$ cat src/rtl/sequence_gen_pkg.sv
// Shared types and constants for the serial 1010 pattern generator.
// Holds the FSM state encoding, the default pattern and the bit-counter width.
package sequence_gen_pkg;

    typedef enum logic [1:0] {
        IDLE = 2'd0,
        SEND = 2'd1,
        GAP  = 2'd2
    } state_t;

    localparam int PAT_W_DEF = 4;
    localparam logic [PAT_W_DEF-1:0] DEFAULT_PAT = 4'b1010;
    localparam int BIT_CNT_W = $clog2(PAT_W_DEF);

endpackage

$ cat src/rtl/sequence_1010_generator_piso.sv
// Parallel-in / serial-out register, MSB first, zero-filled on shift.
// Priority: clear > load > shift.
module piso_shift_reg #(
    parameter int W = 4
) (
    input  logic         clk,
    input  logic         rst,
    input  logic         load,
    input  logic         shift,
    input  logic         clear,
    input  logic [W-1:0] din,
    output logic         msb
);

    logic [W-1:0] sr;

    always_ff @(posedge clk or posedge rst) begin
        if (rst)
            sr <= '0;
        else if (clear)
            sr <= '0;
        else if (load)
            sr <= din;
        else if (shift)
            sr <= {sr[W-2:0], 1'b0};
    end

    assign msb = sr[W-1];

endmodule

$ cat src/rtl/sequence_1010_generator.sv
// Serial pattern transmitter: loads a pattern on start and shifts it out
// MSB-first, repeated repeat_cnt times with an optional idle gap.
module sequence_1010_generator
    import sequence_gen_pkg::*;
#(
    parameter int                 PAT_W       = 4,
    parameter logic [PAT_W-1:0]   DEFAULT_PAT = sequence_gen_pkg::DEFAULT_PAT,
    parameter int                 CNT_W       = 4
) (
    input  logic             clk,
    input  logic             rst,
    input  logic             start,
    input  logic [PAT_W-1:0] pattern,
    input  logic [CNT_W-1:0] repeat_cnt,
    input  logic [CNT_W-1:0] gap_cyc,
    input  logic             abort,
    output logic             x,
    output logic             x_valid,
    output logic             busy,
    output logic             done
);

    localparam int BW = (PAT_W > 1) ? $clog2(PAT_W) : 1;
    localparam logic [BW-1:0] LAST_BIT = BW'(PAT_W - 1);

    state_t           state, state_nx;
    logic [BW-1:0]    bit_cnt;
    logic [CNT_W-1:0] rep_left;
    logic [CNT_W-1:0] gap_cap;
    logic [CNT_W-1:0] gap_left;
    logic [PAT_W-1:0] pat_cap;

    logic accept, last_bit, last_rep, gap_end, gap_zero;
    logic sr_load, sr_shift, sr_clear;
    logic [PAT_W-1:0] sr_din;
    logic x_valid_nx, busy_nx, done_nx;

    assign accept   = (state == IDLE) && start && !abort && (repeat_cnt != '0);
    assign last_bit = (state == SEND) && (bit_cnt == LAST_BIT);
    assign last_rep = (rep_left == CNT_W'(1));
    assign gap_zero = (gap_cap == '0);
    assign gap_end  = (state == GAP) && (gap_left == CNT_W'(1));

    // state register
    always_ff @(posedge clk or posedge rst) begin
        if (rst)
            state <= IDLE;
        else
            state <= state_nx;
    end

    // next-state logic
    always_comb begin
        state_nx = state;
        case (state)
            IDLE: if (accept) state_nx = SEND;
            SEND: begin
                if (abort)
                    state_nx = IDLE;
                else if (last_bit)
                    state_nx = last_rep ? IDLE : (gap_zero ? SEND : GAP);
            end
            GAP: begin
                if (abort)
                    state_nx = IDLE;
                else if (gap_end)
                    state_nx = SEND;
            end
            default: state_nx = IDLE;
        endcase
    end

    // output / datapath control; outputs are registered below
    always_comb begin
        sr_clear   = abort && (state != IDLE);
        sr_load    = accept
                   || (last_bit && !last_rep && gap_zero)
                   || gap_end;
        sr_shift   = (state == SEND);
        sr_din     = accept ? ((pattern == '0) ? DEFAULT_PAT : pattern) : pat_cap;
        x_valid_nx = (state_nx == SEND);
        busy_nx    = (state_nx != IDLE);
        done_nx    = last_bit && last_rep && !abort;
    end

    always_ff @(posedge clk or posedge rst) begin
        if (rst) begin
            x_valid <= 1'b0;
            busy    <= 1'b0;
            done    <= 1'b0;
        end else begin
            x_valid <= x_valid_nx;
            busy    <= busy_nx;
            done    <= done_nx;
        end
    end

    // counters and captured parameters; decrements are guarded so nothing wraps
    always_ff @(posedge clk or posedge rst) begin
        if (rst) begin
            bit_cnt  <= '0;
            rep_left <= '0;
            gap_cap  <= '0;
            gap_left <= '0;
            pat_cap  <= '0;
        end else begin
            if (sr_load || state_nx != SEND)
                bit_cnt <= '0;
            else if (state == SEND && !last_bit)
                bit_cnt <= bit_cnt + BW'(1);

            if (accept) begin
                rep_left <= repeat_cnt;
                gap_cap  <= gap_cyc;
                pat_cap  <= (pattern == '0) ? DEFAULT_PAT : pattern;
            end else if (state_nx == IDLE) begin
                rep_left <= '0;
            end else if (last_bit && !last_rep) begin
                rep_left <= rep_left - CNT_W'(1);
            end

            if (state == SEND && state_nx == GAP)
                gap_left <= gap_cap;
            else if (state == GAP && state_nx == GAP)
                gap_left <= gap_left - CNT_W'(1);
            else
                gap_left <= '0;
        end
    end

    piso_shift_reg #(.W(PAT_W)) u_piso (
        .clk   (clk),
        .rst   (rst),
        .load  (sr_load),
        .shift (sr_shift),
        .clear (sr_clear),
        .din   (sr_din),
        .msb   (x)
    );

endmodule

$ cat config.mk
export PLATFORM = sky130hd
export DESIGN_NAME = sequence_1010_generator
export DESIGN_NICKNAME = d
export VERILOG_FILES = /design/src/rtl/sequence_gen_pkg.sv /design/src/rtl/sequence_1010_generator_piso.sv /design/src/rtl/sequence_1010_generator.sv
export SDC_FILE = /design/constraint.sdc
export NUM_CORES = 1
export LEC_CHECK = 0
export BUFFER_PORTS_ARGS = -buffer_cell sky130_fd_sc_hd__buf_2
export CAP_MARGIN = 20
export CORE_MARGIN = 4
export CORE_UTILIZATION = 35
export DETAILED_ROUTE_END_ITERATION = 7
export GPL_TIMING_DRIVEN = 0
export MAX_ROUTING_LAYER = met4
export SKIP_CTS_REPAIR_TIMING = 1
export SYNTH_ARGS = -nofsm -noshare
export SYNTH_HDL_FRONTEND = slang
export SYNTH_SLANG_ARGS = --single-unit
$ cat constraint.sdc
create_clock -name clk -period 3.8 [get_ports clk]
set_input_delay 0.19 -clock clk [delete_from_list [all_inputs] [get_ports clk]]
set_output_delay 0.19 -clock clk [all_outputs]
set_load 0.02 [all_outputs]
# [Yosys cells after proc, flatten, opt, wreduce, memory -nomap -nowiden]
# Index checks and enable logic that the tools add are counted.
[classes] n_mux=20 n_reduce_logical=29 n_eq_ne=8 n_shift=0 magnitude_cmp=0 div_mod_pow=0 addsub=3 mul=0 bitwise=0
[op_table] op="two-way mux 4 bit" n=10
[op_table] op="two-way mux 2 bit" n=9
[op_table] op="logical AND 1 bit" n=13
[op_table] op="equality test 4 x 1 -> 1 bit (second input constant)" n=2
[op_table] op="logical NOT 4 bit" n=2
[op_table] op="subtractor 4 x 1 -> 4 bit (second input constant)" n=2
[op_table] op="equality test 2 bit (second input constant)" n=3
[op_table] op="one-hot mux 2 bit (3 select lines)" n=1
[op_table] op="nonzero test 2 bit" n=3
[op_table] op="nonzero test 3 bit" n=2
[op_table] op="equality test 2 x 1 -> 1 bit (second input constant)" n=2
[op_table] op="logical NOT 2 bit" n=2
[op_table] op="nonzero test 4 bit" n=1
[op_table] op="logical NOT 1 bit" n=3
[op_table] op="logical OR 1 bit" n=3
[op_table] op="adder 2 x 1 -> 2 bit (second input constant)" n=1
[op_table] op="!= test 2 x 1 -> 1 bit (second input constant)" n=1
[totals] input_bits=16 wordCells=70 ff_bits=27 latchBits=0 mem_bits_ro=0 ramBits=0 mem_count=0 output_inout_bits=4

# [Longest topological paths before layout]
[depth] word_depth=10 ltp_mapped=8 ltp_nobuf=7

# [Modules after synthesis]
# Synthesis repeated with hierarchy kept, for this count alone.
[unflattened] cells_unflattened=130 area_unflattened_um2=1402.6
[by_module_without_submodules] module="sequence_1010_generator" cells_per_inst=112 area_each_um2=1206.2 instances=1 seq_area_each_um2=575.6
[by_module_without_submodules] module="piso_shift_reg" cells_per_inst=18 area_each_um2=196.4 instances=1 seq_area_each_um2=100.1

# [Worst setup path after synthesis]
# Ideal clock, no wire load.
[synth_timing] kind="register to register" startpoint="register rep_left[1]" endpoint="register u_piso.sr[2]" stages_incl_launch_ff=9 synth_period_minus_slack_ns=1.993 setup_time_ns=0.099 path_buffers=1 required_time_ns=3.701 arrival_ns=1.894 slack_ns=1.807 path_cell_list="dfrtp_1 inv_1 ha_1 or3b_1 and2_0 clkbuf_2 a221oi_4 nor2_1 a311oi_1"
[synth_via] elab_chain_cells=8 elab_cells_between_ends=9 classes_between="eq/ne (1); mux (2); reduce/logical (6)"
[synth_lines] element="start: declaration" line_no="sequence_1010_generator.sv:28" text="logic [CNT_W-1:0] rep_left;"
[synth_lines] element="start signal: assignment" line_no="sequence_1010_generator.sv:113" text="rep_left <= repeat_cnt;"
[synth_lines] element="start signal: assignment" line_no="sequence_1010_generator.sv:119" text="rep_left <= rep_left - CNT_W'(1);"
[synth_lines] element="equality test 4 x 1 -> 1 bit (*)" line_no="sequence_1010_generator.sv:40" text="assign last_rep = (rep_left == CNT_W'(1));"
[synth_lines] element="logical NOT 1 bit (*)" line_no="sequence_1010_generator.sv:77" text="|| (last_bit && !last_rep && gap_zero)"
[synth_lines] element="logical AND 1 bit (*) (2 in series)" line_no="sequence_1010_generator.sv:77"
[synth_lines] element="logical OR 1 bit (*)" line_no="sequence_1010_generator.sv:77"
[synth_lines] element="logical OR 1 bit (*)" line_no="sequence_1010_generator.sv:78" text="|| gap_end;"
[synth_lines] element="two-way mux 4 bit" line_no="sequence_1010_generator_piso.sv:22" text="else if (load)"
[synth_lines] element="two-way mux 4 bit" line_no="sequence_1010_generator_piso.sv:20" text="else if (clear)"
[synth_lines] element="end signal: assignment" line_no="sequence_1010_generator_piso.sv:23" text="sr <= din;"
[synth_lines] element="end signal: assignment" line_no="sequence_1010_generator_piso.sv:25" text="sr <= {sr[W-2:0], 1'b0};"
[synth_lines] element="end: declaration" line_no="sequence_1010_generator_piso.sv:15" text="logic [W-1:0] sr;"
# Mark *: on every way between the ends. The rest lies on a longest branch, timed or not.
# A chain may end at the register's enable or synchronous reset.

# [Final worst setup path]
# Same ends and word-level chain as after synthesis.

==> qor.yml <==
place:
  hpwlAfterDp_um: 2340
  gp_congestion: 0.763
  place.port_buffers: 19
  dpl_worst_slack_ps: 1520
timing:
  hold_violations: 14
  hold-worst-slack_ps: -23.1
  post-route-min-period_ps: 2310
  worst_slack_ps: 1490
  post-route-period-util_pct: 60.7
  slew_violations: 0
  rsz0062_at_grt: "no"
  relSlewSlack_pct: 45.2
  setup-violations-final: 0
  fmax_ghz: 0.434
  finalSetupTns_ps: 0
  worstMarginPinSlew_ps: 814
  finalClockSkew_ps: 5.33
clocking:
  worst_skew_pair.late_latency_ps: 270
  clkTransAtPathRegs_ps: 90
  cts_tree: "yes"
  clockRootBuffer: "clkbuf_8"
  clk_path_buf_depth: 2
  cts_buffers: 3
  cts.sinks: 27
  h-tree-depth: 1
power_and_ir_drop:
  powerDensity_mw_per_mm2: 403
  p_leak_nw: 0.773
  ir_worst_vdd_v: 0.000212
setup_path:
  rr_worst_depth: 8
  crit_required_ps: 3970
  end_kind: "flip-flop"
  cp_max_fo: 8
  start_kind: "flip-flop"
  r2r-end: "u_piso.sr[2]"
  crit_type: "flip-flop to flip-flop"
  arrival_ps: 2480
  r2r_setup_slack_ps: 1490
  r2r-start: "rep_left[1]"
floorplan:
  dieHeight_um: 72.0
  dieArea_mm2: 0.00518
  core_area_mm2: 0.00380
  start_util_pct: 37.7
  row_count: 22
  die_w_um: 72.0
  ioPinCount: 20
synth:
  yosysTopAreaCellShare_pct: 47.2
  ys_top_cells_by_count: "31 x nand2_1, 27 x dfrtp_1, 9 x nor2_1"
  ys_top_cells_by_area: "dfrtp_1 47%, nand2_1 8.1%, ha_1 4.4%"
  synth.most_common_cell: "nand2_1"
  synth_seq_area_share_pct: 47.2
  synth_nets: 163
  synth_largest_area_cell: "dfrtp_1"
  synth_area_mm2: 0.00143
  synthFlopType: "dfrtp_1"
  syn_inst: 142
  synth-seq-cells: 27
  async_flop_share_pct: 100
  ys_types: 42
  synth_edf_count: 0
  avgSynthCellArea_um2: 10.1
  yosysWarnings: 0
cells_and_area:
  layout-drive-gt1-share_pct: 23.5
  regArea_um2: 676
  diodes: 0
  area_growth_pct: 15.0
  final_util_pct: 43.4
  fill_cells: 373
  multi_input_area_um2: 711
  layout.nets: 188
grt:
  grt_usage_pct: 13.2
  overflow: 0
  antenna_found_initial: 0
  grt_pass1_wl_um: 5170
  grt_pass1_vias: 1128
  grt_max_degree: 28
route:
  num_vias: 1121
  wire_per_inst_um: 14.3
  ant_nets: 0
  postRouteWirelength_um: 3060
  first_pass_iters: 4
  drcViolationCount: 0
  drt_iter0_drc: 47
  vias_per_cell: 5.24
outcome:
  status: "finished with violations"
  violations: "hold timing"
job:
  max_cap_violations: 0
min_path:
  hold_class: "primary input to asynchronous set/reset pin"
critical path, cell delays in order (launching register included):
cell      delay, ps
dfrtp_1         390
inv_1           100
ha_1            180
or3b_1          370
and2_0          140
clkbuf_2        170
a221oi_4        470
nor2_1          110
a311oi_1        260
flip-flops by register name, indices dropped and copies added, names as in the netlist:
name       cells
gap_cap        4
gap_left       4
pat_cap        4
rep_left       4
u_piso.sr      4
bit_cnt        2
state          2
busy           1
done           1
x_valid        1
cell usage in the layout, fill, tap and decap left out, types with 2 or more instances in the layout:
cell      Yosys  final
a32o_1        2      2
buf_2         1     20
nor2_1        9      9
inv_1         6      6
dfrtp_1      27     27
mux2_2        2      2
xnor2_1       3      3
o21a_1        2      2
ha_1          5      5
o211ai_1      2      2
a21oi_1       7      7
nand2_1      31     31
o221a_2       2      2
o21ai_0       7      7
clkbuf_8      1      4
and2_1        2      2
nand3_1       5      5
nor3_1        4      4
metrics by stage:
stage	instance area [um^2]	power [mW]	std cells
after CTS	1630	0.670	213
after detailed placement	1590	0.504	209
after global placement	1590	0.497	209
after global routing	1650	0.710	214
after floorplan	1430	0.458	142
final	1650	0.664	214
power by group:
group          internal (mW)  leakage, nW  switching [mW]
clock                 0.0751       0.0228          0.0890
combinational         0.0647        0.398          0.0814
sequential             0.327        0.352          0.0269
total                  0.467        0.773           0.197
per-layer routing:
layer | global-route usage (%) | wire (um)
met4 | 3.13 | 29
met2 | 21.7 | 1470
met1 | 16.0 | 1410
met3 | 3.74 | 149
met5 | - | 0
how the worst max path moves through the flow:
| stage | from | endpoint | slack (ps) | cells after the start |
|---|---|---|---|---|
| floorplan | rep_left[1] | u_piso.sr[2] | 1810 | 8 |
| global placement | rep_left[1] | u_piso.sr[2] | 1570 | 8 |
| detailed placement | rep_left[1] | u_piso.sr[2] | 1520 | 8 |
| CTS | rep_left[1] | u_piso.sr[2] | 1470 | 8 |
| global route | rep_left[1] | u_piso.sr[2] | 1310 | 8 |
| finish | rep_left[1] | u_piso.sr[2] | 1490 | 8 |
cell families (layout without fill, tap and decap cells):
kind of cell / Yosys count / in the layout / share of synthesized area, %
multiplexers: 3 / 3 / 2.27
adder cells (fa/ha/maj): 5 / 5 / 4.37
AO/OA/AOI/OAI: 30 / 30 / 16.9
XOR/XNOR: 3 / 3 / 1.83
buffers and inverters: 9 / 33 / 3.23
AND/OR/NAND/NOR: 65 / 65 / 24.3
flip-flops: 27 / 27 / 47.2
cell type report:
type	instances	share of cell area, %
inverters	6	1.37
repair buffers	20	6.68
multi-input cells	106	43.1
plain buffers	3	1.44
clock buffers	4	2.73
flip-flops and latches	27	41.0
well taps	48	3.64
Power figures use the tool's default switching activity.
